### config.mk
export PLATFORM = sky130hd
export DESIGN_NAME = conv_result_writer_flat
export DESIGN_NICKNAME = d
export VERILOG_FILES = /design/src/rtl/conv_result_writer_if.sv /design/src/rtl/conv_result_writer.sv /design/src/flat_wrapper.sv
export SDC_FILE = /design/constraint.sdc
export NUM_CORES = 1
export LEC_CHECK = 0
export CORE_UTILIZATION = 54
export CTS_CLUSTER_SIZE = 10
export DETAILED_ROUTE_END_ITERATION = 8
export GPL_ROUTABILITY_DRIVEN = 0
export PLACE_DENSITY = 0.8
export SLEW_MARGIN = 20
export SYNTH_ARGS = -nofsm -noshare
export SYNTH_HDL_FRONTEND = slang
export SYNTH_SLANG_ARGS = --single-unit
### constraint.sdc
create_clock -name clk -period 2.42 [get_ports clk]
set_input_delay 0.363 -clock clk [delete_from_list [all_inputs] [get_ports clk]]
set_output_delay 0.363 -clock clk [all_outputs]
set_load 0.02 [all_outputs]
### src/rtl/conv_result_writer_if.sv
// Bus between the 2-D conv write-back controller and its environment.
// Handshake: the environment raises done_conv with conv_result valid in the
// same cycle; the controller acts once per 0->1 transition (no backpressure,
// a held level counts once). On the BRAM side we/wr_ack are one-cycle pulses
// and waddr/wdata are valid whenever we=1, holding their value otherwise.
interface conv_result_writer_if #(
  parameter int RES_W  = 20,
  parameter int ADDR_W = 14
);
  logic                     start;
  logic                     done_conv;
  logic signed [RES_W-1:0]  conv_result;
  logic                     we;
  logic [ADDR_W-1:0]        waddr;
  logic [7:0]               wdata;
  logic                     wr_ack;
  logic                     busy;
  logic                     frame_done;
  logic [15:0]              sat_count;
  logic [1:0]               state_dbg;

  modport master (
    output start, done_conv, conv_result,
    input  we, waddr, wdata, wr_ack, busy, frame_done, sat_count, state_dbg
  );

  modport slave (
    input  start, done_conv, conv_result,
    output we, waddr, wdata, wr_ack, busy, frame_done, sat_count, state_dbg
  );
endinterface

### src/rtl/conv_result_writer.sv
// Write-back controller: clamps each signed conv result to an 8-bit pixel and
// writes it row-major into a IMG_W x IMG_H output BRAM, one write per
// done_conv rising edge, then pulses frame_done after the last pixel.
module conv_result_writer #(
  parameter int IMG_W  = 128,
  parameter int IMG_H  = 128,
  parameter int RES_W  = 20,
  parameter int ADDR_W = 14
) (
  input  logic clk,
  input  logic rst,
  conv_result_writer_if.slave bus
);

  typedef enum logic [1:0] {
    S_IDLE  = 2'd0,
    S_WAIT  = 2'd1,
    S_WRITE = 2'd2,
    S_DONE  = 2'd3
  } state_t;

  localparam logic [ADDR_W-1:0]       IMG_W_A = ADDR_W'(IMG_W);
  localparam logic [ADDR_W-1:0]       COL_MAX = ADDR_W'(IMG_W - 1);
  localparam logic [ADDR_W-1:0]       ROW_MAX = ADDR_W'(IMG_H - 1);
  localparam logic [ADDR_W-1:0]       ONE_A   = ADDR_W'(1);
  localparam logic signed [RES_W-1:0] PIX_MAX = RES_W'(255);

  state_t                   state, state_nxt;
  logic [ADDR_W-1:0]        row, col;
  logic                     done_d;
  logic                     pend;
  logic signed [RES_W-1:0]  res_q;
  logic [ADDR_W-1:0]        waddr_q;
  logic [7:0]               wdata_q;
  logic [15:0]              sat_q;

  logic                     rise;
  logic                     start_frame;
  logic                     issue;
  logic                     advance;
  logic                     set_pend;
  logic                     last_pix;
  logic signed [RES_W-1:0]  res_sel;
  logic [7:0]               pix;
  logic                     sat;

  assign rise     = bus.done_conv & ~done_d;
  assign last_pix = (row == ROW_MAX) && (col == COL_MAX);

  // Pixel clamp on the value that is about to be written: a pending result
  // was already latched, otherwise take the result on the bus this cycle.
  always_comb begin
    res_sel = pend ? res_q : bus.conv_result;
    pix     = res_sel[7:0];
    sat     = 1'b0;
    if (res_sel[RES_W-1]) begin
      pix = 8'd0;
      sat = 1'b1;
    end else if (res_sel > PIX_MAX) begin
      pix = 8'hFF;
      sat = 1'b1;
    end
  end

  // State register.
  always_ff @(posedge clk) begin
    if (rst) state <= S_IDLE;
    else     state <= state_nxt;
  end

  // Next-state and control strobes.
  always_comb begin
    state_nxt   = state;
    start_frame = 1'b0;
    issue       = 1'b0;
    advance     = 1'b0;
    set_pend    = 1'b0;
    case (state)
      S_IDLE: begin
        if (bus.start) begin
          start_frame = 1'b1;
          state_nxt   = S_WAIT;
        end
      end
      S_WAIT: begin
        if (rise || pend) begin
          issue     = 1'b1;
          state_nxt = S_WRITE;
        end
      end
      S_WRITE: begin
        advance = 1'b1;
        if (last_pix) begin
          // Frame is full; any edge arriving now has no pixel slot.
          state_nxt = S_DONE;
        end else begin
          set_pend  = rise;
          state_nxt = S_WAIT;
        end
      end
      S_DONE: begin
        state_nxt = S_IDLE;
      end
      default: state_nxt = S_IDLE;
    endcase
  end

  // Datapath: edge history, pixel counters, pending result, write registers.
  always_ff @(posedge clk) begin
    if (rst) begin
      done_d  <= 1'b0;
      row     <= '0;
      col     <= '0;
      pend    <= 1'b0;
      res_q   <= '0;
      waddr_q <= '0;
      wdata_q <= '0;
      sat_q   <= '0;
    end else begin
      done_d <= bus.done_conv;
      if (start_frame) begin
        row   <= '0;
        col   <= '0;
        pend  <= 1'b0;
        sat_q <= '0;
      end
      if (issue) begin
        res_q   <= res_sel;
        pend    <= 1'b0;
        waddr_q <= row * IMG_W_A + col;
        wdata_q <= pix;
        if (sat && (sat_q != 16'hFFFF)) sat_q <= sat_q + 16'd1;
      end
      if (advance) begin
        if (col == COL_MAX) begin
          col <= '0;
          row <= row + ONE_A;
        end else begin
          col <= col + ONE_A;
        end
      end
      if (set_pend) begin
        res_q <= bus.conv_result;
        pend  <= 1'b1;
      end
    end
  end

  assign bus.we         = (state == S_WRITE);
  assign bus.wr_ack     = (state == S_WRITE);
  assign bus.frame_done = (state == S_DONE);
  assign bus.busy       = (state != S_IDLE);
  assign bus.waddr      = waddr_q;
  assign bus.wdata      = wdata_q;
  assign bus.sat_count  = sat_q;
  assign bus.state_dbg  = state;

endmodule

### src/flat_wrapper.sv
// flat-port wrapper written by rule: the top's interface ports become plain ports
module conv_result_writer_flat 
#(
  parameter int IMG_W  = 128,
  parameter int IMG_H  = 128,
  parameter int RES_W  = 20,
  parameter int ADDR_W = 14
)
  (clk, rst, bus_start, bus_done_conv, bus_conv_result, bus_we, bus_waddr, bus_wdata, bus_wr_ack, bus_busy, bus_frame_done, bus_sat_count, bus_state_dbg);
  conv_result_writer_if #(.RES_W(RES_W), .ADDR_W(ADDR_W)) bus_i ();
  input  logic clk;
  input  logic rst;
  input wire logic [$bits(bus_i.start)-1:0] bus_start;
  input wire logic [$bits(bus_i.done_conv)-1:0] bus_done_conv;
  input wire logic [$bits(bus_i.conv_result)-1:0] bus_conv_result;
  output wire logic [$bits(bus_i.we)-1:0] bus_we;
  output wire logic [$bits(bus_i.waddr)-1:0] bus_waddr;
  output wire logic [$bits(bus_i.wdata)-1:0] bus_wdata;
  output wire logic [$bits(bus_i.wr_ack)-1:0] bus_wr_ack;
  output wire logic [$bits(bus_i.busy)-1:0] bus_busy;
  output wire logic [$bits(bus_i.frame_done)-1:0] bus_frame_done;
  output wire logic [$bits(bus_i.sat_count)-1:0] bus_sat_count;
  output wire logic [$bits(bus_i.state_dbg)-1:0] bus_state_dbg;
  assign bus_i.start = bus_start;
  assign bus_i.done_conv = bus_done_conv;
  assign bus_i.conv_result = bus_conv_result;
  assign bus_we = bus_i.we;
  assign bus_waddr = bus_i.waddr;
  assign bus_wdata = bus_i.wdata;
  assign bus_wr_ack = bus_i.wr_ack;
  assign bus_busy = bus_i.busy;
  assign bus_frame_done = bus_i.frame_done;
  assign bus_sat_count = bus_i.sat_count;
  assign bus_state_dbg = bus_i.state_dbg;
  conv_result_writer #(.IMG_W(IMG_W), .IMG_H(IMG_H), .RES_W(RES_W), .ADDR_W(ADDR_W)) u_core (.clk(clk), .rst(rst), .bus(bus_i));
endmodule
==> impl_results.md, run 1 <==
- Status: finished, final reports clean
- Hpwl dp: 8.14 mm
- Avg Inst Size Synth: 8.16 um^2
- PortBufs: 67
- Die height: 93.7 um
- Final nets: 665
- Number of synthesized flops with an enable pin: 0
- Commonest non-fill, non-tap cell in the layout: dfxtp_1
- Avg WL per Cell: 15.6 um
- Final Hold Viols: 0
- Maximum number of pins on one net before global-route repair: 39
- Routed Antenna Nets: 0
- Crit path largest cell delay: 0.63 ns
- WL final: 11.6 mm
- Netlist Area Pre-Place: 4540 um^2
- Drt drc: 0
- Seq cells post-synth: 90
- Post-CTS Resized: 0
- Fin. max-slew vios: 0
- Setup bufs post-CTS: 0
- Area growth syn-to-layout: 24.3%
- Die ar.: 8780 um^2
- Hold crit path type: primary input to register
- Most frequent cells in the layout: 90 x dfxtp_1, 66 x clkdlybuf4s50_1, 57 x nand2_1
- Final Cycle Share: 95.5%
- Site Rows: 33
- LEAKAGE: 1.90 nW
- Reg clk slew, reported paths: 0.10 ns
- First-pass GRT wire length: 18.9 mm
- Actual slew at the worst max-slew pin: 0.575 ns
- Net count after synthesis: 590
- Vias per cell: 6.02
- Int Power: 0.00210 W
- Starting Density: 55.5%
- Final Util: 69.0%
- Setup tns final: 0 ns
- Clock skew: 0.0136 ns
- Finish-stage setup viols: 0
- Vias in the first global route: 4022
- Ys flop type: dfxtp_1
- Crit path top cell by count: or4_4
- Combinational Power Share: 8.6%
- CP Max Fanout: 11
- Num ports: 68
- Pre-CTS WS: 0.0727 ns
- RSZ-0062 raised after global routing: no
- Clock share of power: 37.8%
- Total power: 0.00284 W
- Crit Path Class: register to register
- Post-CTS Hold Fix Bufs: 0
- Root buffer cell: clkbuf_8
- CP endpoint kind: register
- Clock buffer depth: 2
- CTS sink cnt: 90
- Worst endpoint data arrival time: 2.61 ns
- Cells after synthesis: 556
- Psw: 0.000741 W
- Pwr/cell area: 503 nW/um^2
- CP max-delay cell: or4_4
- Flop pwr share: 53.6%
- TritonCTS buffer count: 9
- Maximum vdd ir drop: 357 uV
- Worst rel slew slack: 61.5%
- First-pass detailed-route iteration total: 5
- Core area: 8180 um^2
- Async SR Flop Fraction: 0%
- Worst Setup Start Kind: register
- Worst setup margin: 0.109 ns
- Initial antenna violation count: 0
- WP data required: 2.72 ns
- Sw Ratio: 26.1%
- Remaining global-route overflow: 0
- CTS tree: yes
- Die W: 93.7 um
- Worst-Skew Late Latency: 0.37 ns
- Ys Warns: 0
- H-tree depth: 3
- Share of post-route cells with drive strength above 1: 10.5%
- Max frequency: 433 MHz
- Register area share after synthesis: 39.7%
- Final worst path period need: 2.31 ns
- Crit-path cells: or4_4 > or4_4 > nor4_4 > mux2_1 > nor2_1
- DR iter-0 viols: 217
- Vias: 4459
- Yosys cell types: 53
- GR Util All Layers: 27.2%
- # diodes: 0
- Max Cap Viol: 0
## Yosys cell counts (3+ instances only)
master / count / area (um^2)
nand3b_1: 5 / 37.5
o221ai_1: 8 / 70.1
o22ai_1: 4 / 25.0
dfxtp_1: 90 / 1800
or4b_2: 4 / 40.0
mux2i_1: 10 / 100
a41oi_1: 5 / 43.8
ha_1: 9 / 113
nor3_1: 16 / 80.1
or2_2: 4 / 25.0
nor2b_1: 6 / 37.5
xor2_1: 3 / 26.3
and3_1: 5 / 31.3
nor2_1: 37 / 139
a22o_1: 8 / 70.1
xnor2_1: 6 / 52.6
o21ai_0: 35 / 175
nor4_1: 6 / 37.5
a311oi_1: 6 / 52.6
inv_1: 23 / 86.3
nand3_1: 46 / 230
nand4_1: 10 / 62.6
o211ai_1: 6 / 45.0
and2_1: 3 / 18.8
clkbuf_1: 26 / 97.6
or4_1: 6 / 45.0
a21oi_1: 53 / 265
nand2_1: 57 / 214
nor4_4: 5 / 106
or3_1: 5 / 31.3
nand2b_1: 4 / 25.0
a211oi_1: 8 / 60.1
a31oi_1: 8 / 50.1
## sequential cells by signal, summed over array words and instances (netlist names)
| register | count |
|---|---|
| u_core.res_q | 20 |
| u_core.bus.wdata | 8 |
| u_core.bus.state_dbg | 2 |
| u_core.done_d | 1 |
| u_core.pend | 1 |
| u_core.bus.sat_count | 16 |
| u_core.row | 14 |
| u_core.bus.waddr | 14 |
| u_core.col | 14 |
## routing by layer
layer  global-route usage [%]  routed length [um]
met1                     36.3                5280
met2                     43.6                5440
met3                     3.96                 643
met4                     11.8                 217
met5                        0                   0
## critical path, delay by kind of cell (launching register included)
kind | cells | cell delay (ns)
simple gates | 4 | 1.56
mux | 1 | 0.34
flops | 1 | 0.35
## power groups by stage
stage	combinational (W)	clock, W	sequential, W
after detailed placement	0.000241	0	0.00156
final	0.000244	0.00107	0.00152
after CTS	0.000242	0.00107	0.00152
after floorplan	0.000117	0	0.00156
after global routing	0.000263	0.00115	0.00152
after global placement	0.000237	0	0.00155
## area by class of cell
type                            count  area (um^2)
Tap cell                          105          131
Fill cell                         668         2530
Multi-Input combinational cell    411         2530
Sequential cell                    90         1800
Inverter                           23         86.3
Clock inverter                      6         72.6
Clock buffer                       10          128
Timing Repair Buffer               96          896
## stage by stage
step / cells / instance area, um^2 / hold WS [ns]
final: 741 / 5640 / 0.370
after detailed placement: 725 / 5430 / 0.449
after CTS: 741 / 5630 / 0.362
after global placement: 725 / 5430 / 0.446
after floorplan: 556 / 4540 / 0.439
after global routing: 741 / 5640 / 0.430
## path summary, 6_finish.rpt
path	cells after the start	endpoint	from	slack [ns]
worst min-delay path	4	u_core.bus.waddr[13]	rst	0.37
worst min register to register	2	u_core.bus.waddr[5]	u_core.bus.waddr[5]	0.46
worst max register to register	5	u_core.row[13]	u_core.col[13]	0.11
worst max-delay path	5	u_core.row[13]	u_core.col[13]	0.11
## cell families (layout without fill, tap and decap cells)
group	Yosys count	count (layout)	share of synthesized area [%]
fa+ha+maj	10	10	2.92
mux	12	12	2.70
compound gates	154	154	21.1
flops	90	90	39.7
buf+inv	55	135	4.85
simple gates	226	226	27.0
xor+xnor	9	9	1.74
(Power assumes the default switching activity.)
==> run 2: changes to the inputs <==
--- a/config.mk
+++ b/config.mk
@@ -5,6 +5,7 @@
 export SDC_FILE = /design/constraint.sdc
 export NUM_CORES = 1
 export LEC_CHECK = 0
+export CORE_MARGIN = 3
 export CORE_UTILIZATION = 54
 export CTS_CLUSTER_SIZE = 10
 export DETAILED_ROUTE_END_ITERATION = 8
==> run 2 against run 1 <==
Effect of this change:
- final cell count stayed put
- worst hold slack better by 0.030 ns
- maximum frequency is 2.0% lower
- first-iteration DRC count is 6.0% higher
- non-clock buffer count is 3 higher
==> impl_results.md, run 2 (synthesized netlist as in run 1, its figures left out) <==
- CP endpoint kind: output port (was register)
- Hpwl dp: 8.57 mm (was 8.14 mm)
- PortBufs: 67 (unchanged)
- H-tree depth: 3 (unchanged)
- Share of post-route cells with drive strength above 1: 11.0% (was 10.5%)
- RSZ-0062 raised after global routing: no (unchanged)
- Die height: 97.7 um (was 93.7 um)
- Critical R2R Launch: u_core.col[13] (unchanged)
- Drt drc: 0 (unchanged)
- Max frequency: 424 MHz (was 433 MHz)
- CP Max Fanout: 12 (was 11)
- Pre-CTS WS: 0.0316 ns (was 0.0727 ns)
- Maximum vdd ir drop: 351 uV (was 357 uV)
- Worst hold margin: 0.399 ns (was 0.370 ns)
- Initial antenna violation count: 0 (unchanged)
- Register area: 1800 um^2 (about the same)
- Dpl cells: 725 (unchanged)
- Vias: 4533 (was 4459)
- Hold crit path type: primary input to register (unchanged)
- Num ports: 68 (unchanged)
- GR Util All Layers: 25.4% (was 27.2%)
- Core area: 7930 um^2 (was 8180 um^2)
- Final worst path period need: 2.36 ns (was 2.31 ns)
- Worst-Skew Late Latency: 0.36 ns (was 0.37 ns)
- Avg WL per Cell: 16.3 um (was 15.6 um)
- Final Hold Viols: 0 (unchanged)
- Vias per cell: 6.12 (was 6.02)
- Crit Path Class: register to output port (was register to register)
- Worst R2R Path Depth: 5 (unchanged)
- Pwr/cell area: 485 nW/um^2 (was 503 nW/um^2)
- Worst setup margin: 0.0615 ns (was 0.109 ns)
- Cell Count, Final, Fillers Out: 741 (unchanged)
- Reg clk slew, reported paths: 0.09 ns (was 0.10 ns)
- Final Cycle Share: 97.5% (was 95.5%)
- Multi-input combinational cell area: 2520 um^2 (was 2530 um^2)
- Terminus of the critical flop-to-flop path: u_core.row[12] (was u_core.row[13])
- Starting Density: 57.3% (was 55.5%)
- Routed Antenna Nets: 0 (unchanged)
- CTS sink cnt: 90 (unchanged)
- LEAKAGE: 1.92 nW (was 1.90 nW)
- Final nets: 668 (was 665)
- CTS tree: yes (unchanged)
- Most frequent cells in the layout: 89 x dfxtp_1, 65 x clkdlybuf4s50_1, 57 x nand2_1 (was 90 x dfxtp_1, 66 x clkdlybuf4s50_1, 57 x nand2_1)
- Finish-stage setup viols: 0 (unchanged)
- # diodes: 0 (unchanged)
- Actual slew at the worst max-slew pin: 0.812 ns (was 0.575 ns)
- Clock skew: 0.0158 ns (was 0.0136 ns)
- First-pass GRT wire length: 20.4 mm (was 18.9 mm)
- Crit. Startpoint: u_core.bus.state_dbg[0] (was u_core.col[13])
- Int Power: 0.00202 W (was 0.00210 W)
- Top reg by flops: u_core.res_q (unchanged)
- Sw Ratio: 26.3% (was 26.1%)
- Worst rel slew slack: 45.7% (was 61.5%)
- Root buffer cell: clkbuf_8 (unchanged)
- WP data required: 2.06 ns (was 2.72 ns)
- Combinational Power Share: 9.0% (was 8.6%)
- Clock buffer depth: 2 (unchanged)
- First-pass detailed-route iteration total: 5 (unchanged)
- Fin. max-slew vios: 0 (unchanged)
- Commonest non-fill, non-tap cell in the layout: dfxtp_1 (unchanged)
- Worst Setup EP: bus_wr_ack (was u_core.row[13])
- Worst endpoint data arrival time: 2.00 ns (was 2.61 ns)
- Max reg flops: 20 (unchanged)
- Area growth syn-to-layout: 24.5% (was 24.3%)
- Max Cap Viol: 0 (unchanged)
- DR iter-0 viols: 230 (was 217)
- Die ar.: 9540 um^2 (was 8780 um^2)
- Worst Setup Start Kind: register (unchanged)
- Setup bufs post-CTS: 0 (unchanged)
- Site Rows: 32 (was 33)
- TritonCTS buffer count: 9 (unchanged)
- Fill cell count: 635 (was 668)
- Setup tns final: 0 ns (unchanged)
- Maximum number of pins on one net before global-route repair: 45 (was 39)
- Post-CTS Hold Fix Bufs: 0 (unchanged)
- Clock share of power: 35.5% (was 37.8%)
- WL final: 12.1 mm (was 11.6 mm)
- Remaining global-route overflow: 0 (unchanged)
- Vias in the first global route: 4215 (was 4022)
- Psw: 0.000720 W (was 0.000741 W)
- Status: finished, final reports clean (unchanged)
- Flop pwr share: 55.5% (was 53.6%)
- Register-to-register setup slack: 0.10 ns (was 0.11 ns)
- Die W: 97.7 um (was 93.7 um)
- Total power: 0.00274 W (was 0.00284 W)
[run 2: per-layer routing]
| metal | track usage, % | vias to the layer above | share of wire (%) |
|---|---|---|---|
| met4 | 4.58 | 0 | 0.81 |
| met3 | 5.67 | 14 | 6.8 |
| li1 | - | 2209 | - |
| met2 | 41.9 | 178 | 48 |
| met5 | 0 | - | 0 |
| met1 | 34.4 | 2132 | 44 |
[run 2: worst min path at each step]
stage,from,end,cells after the start
final,rst,u_core.bus.waddr[13],4
after global routing,rst,u_core.bus.waddr[13],4
after CTS,rst,u_core.bus.waddr[13],4
after detailed placement,u_core.bus.waddr[2],u_core.bus.waddr[2],2
after global placement,u_core.bus.waddr[11],u_core.bus.waddr[11],2
after floorplan,u_core.res_q[11],u_core.res_q[11],2
[run 2: stage by stage]
stage               cell area [um^2]  utilization (%)
detailed placement              5450             68.8
floorplan                       4540                -
global placement                5450             68.8
finish                          5650             71.3
CTS                             5640             71.1
global route                    5650             71.3
[run 2: final cells by class]
cell class	instances	area share, %
Timing Repair Buffer	99	16.3
Tap cell	102	2.26
Clock buffer	10	2.44
Clock inverter	6	0.886
Sequential cell	90	31.9
Inverter	23	1.59
Multi-Input combinational cell	411	44.6
[run 2: worst max-delay path, cell delays in order, from the launching register on]
cell,delay (ns)
dfxtp_1,0.48
nand2b_1,0.25
clkinvlp_4,0.29
clkdlybuf4s50_1,0.63
[run 2: timing repair]
action | 4_1_cts | 5_1_grt
gates resized for setup | 0 | 4
endpoints found under the hold margin | 0 | 0
setup endpoints to repair | 0 | 16
[run 2: power groups by stage]
stage | Sequential [W] | Combinational [W] | Clock, W
final | 0.00152 | 0.000247 | 0.000974
after detailed placement | 0.00156 | 0.000244 | 0
after CTS | 0.00152 | 0.000246 | 0.000993
after global placement | 0.00155 | 0.000239 | 0
after floorplan | 0.00156 | 0.000117 | 0
after global routing | 0.00152 | 0.000268 | 0.00105
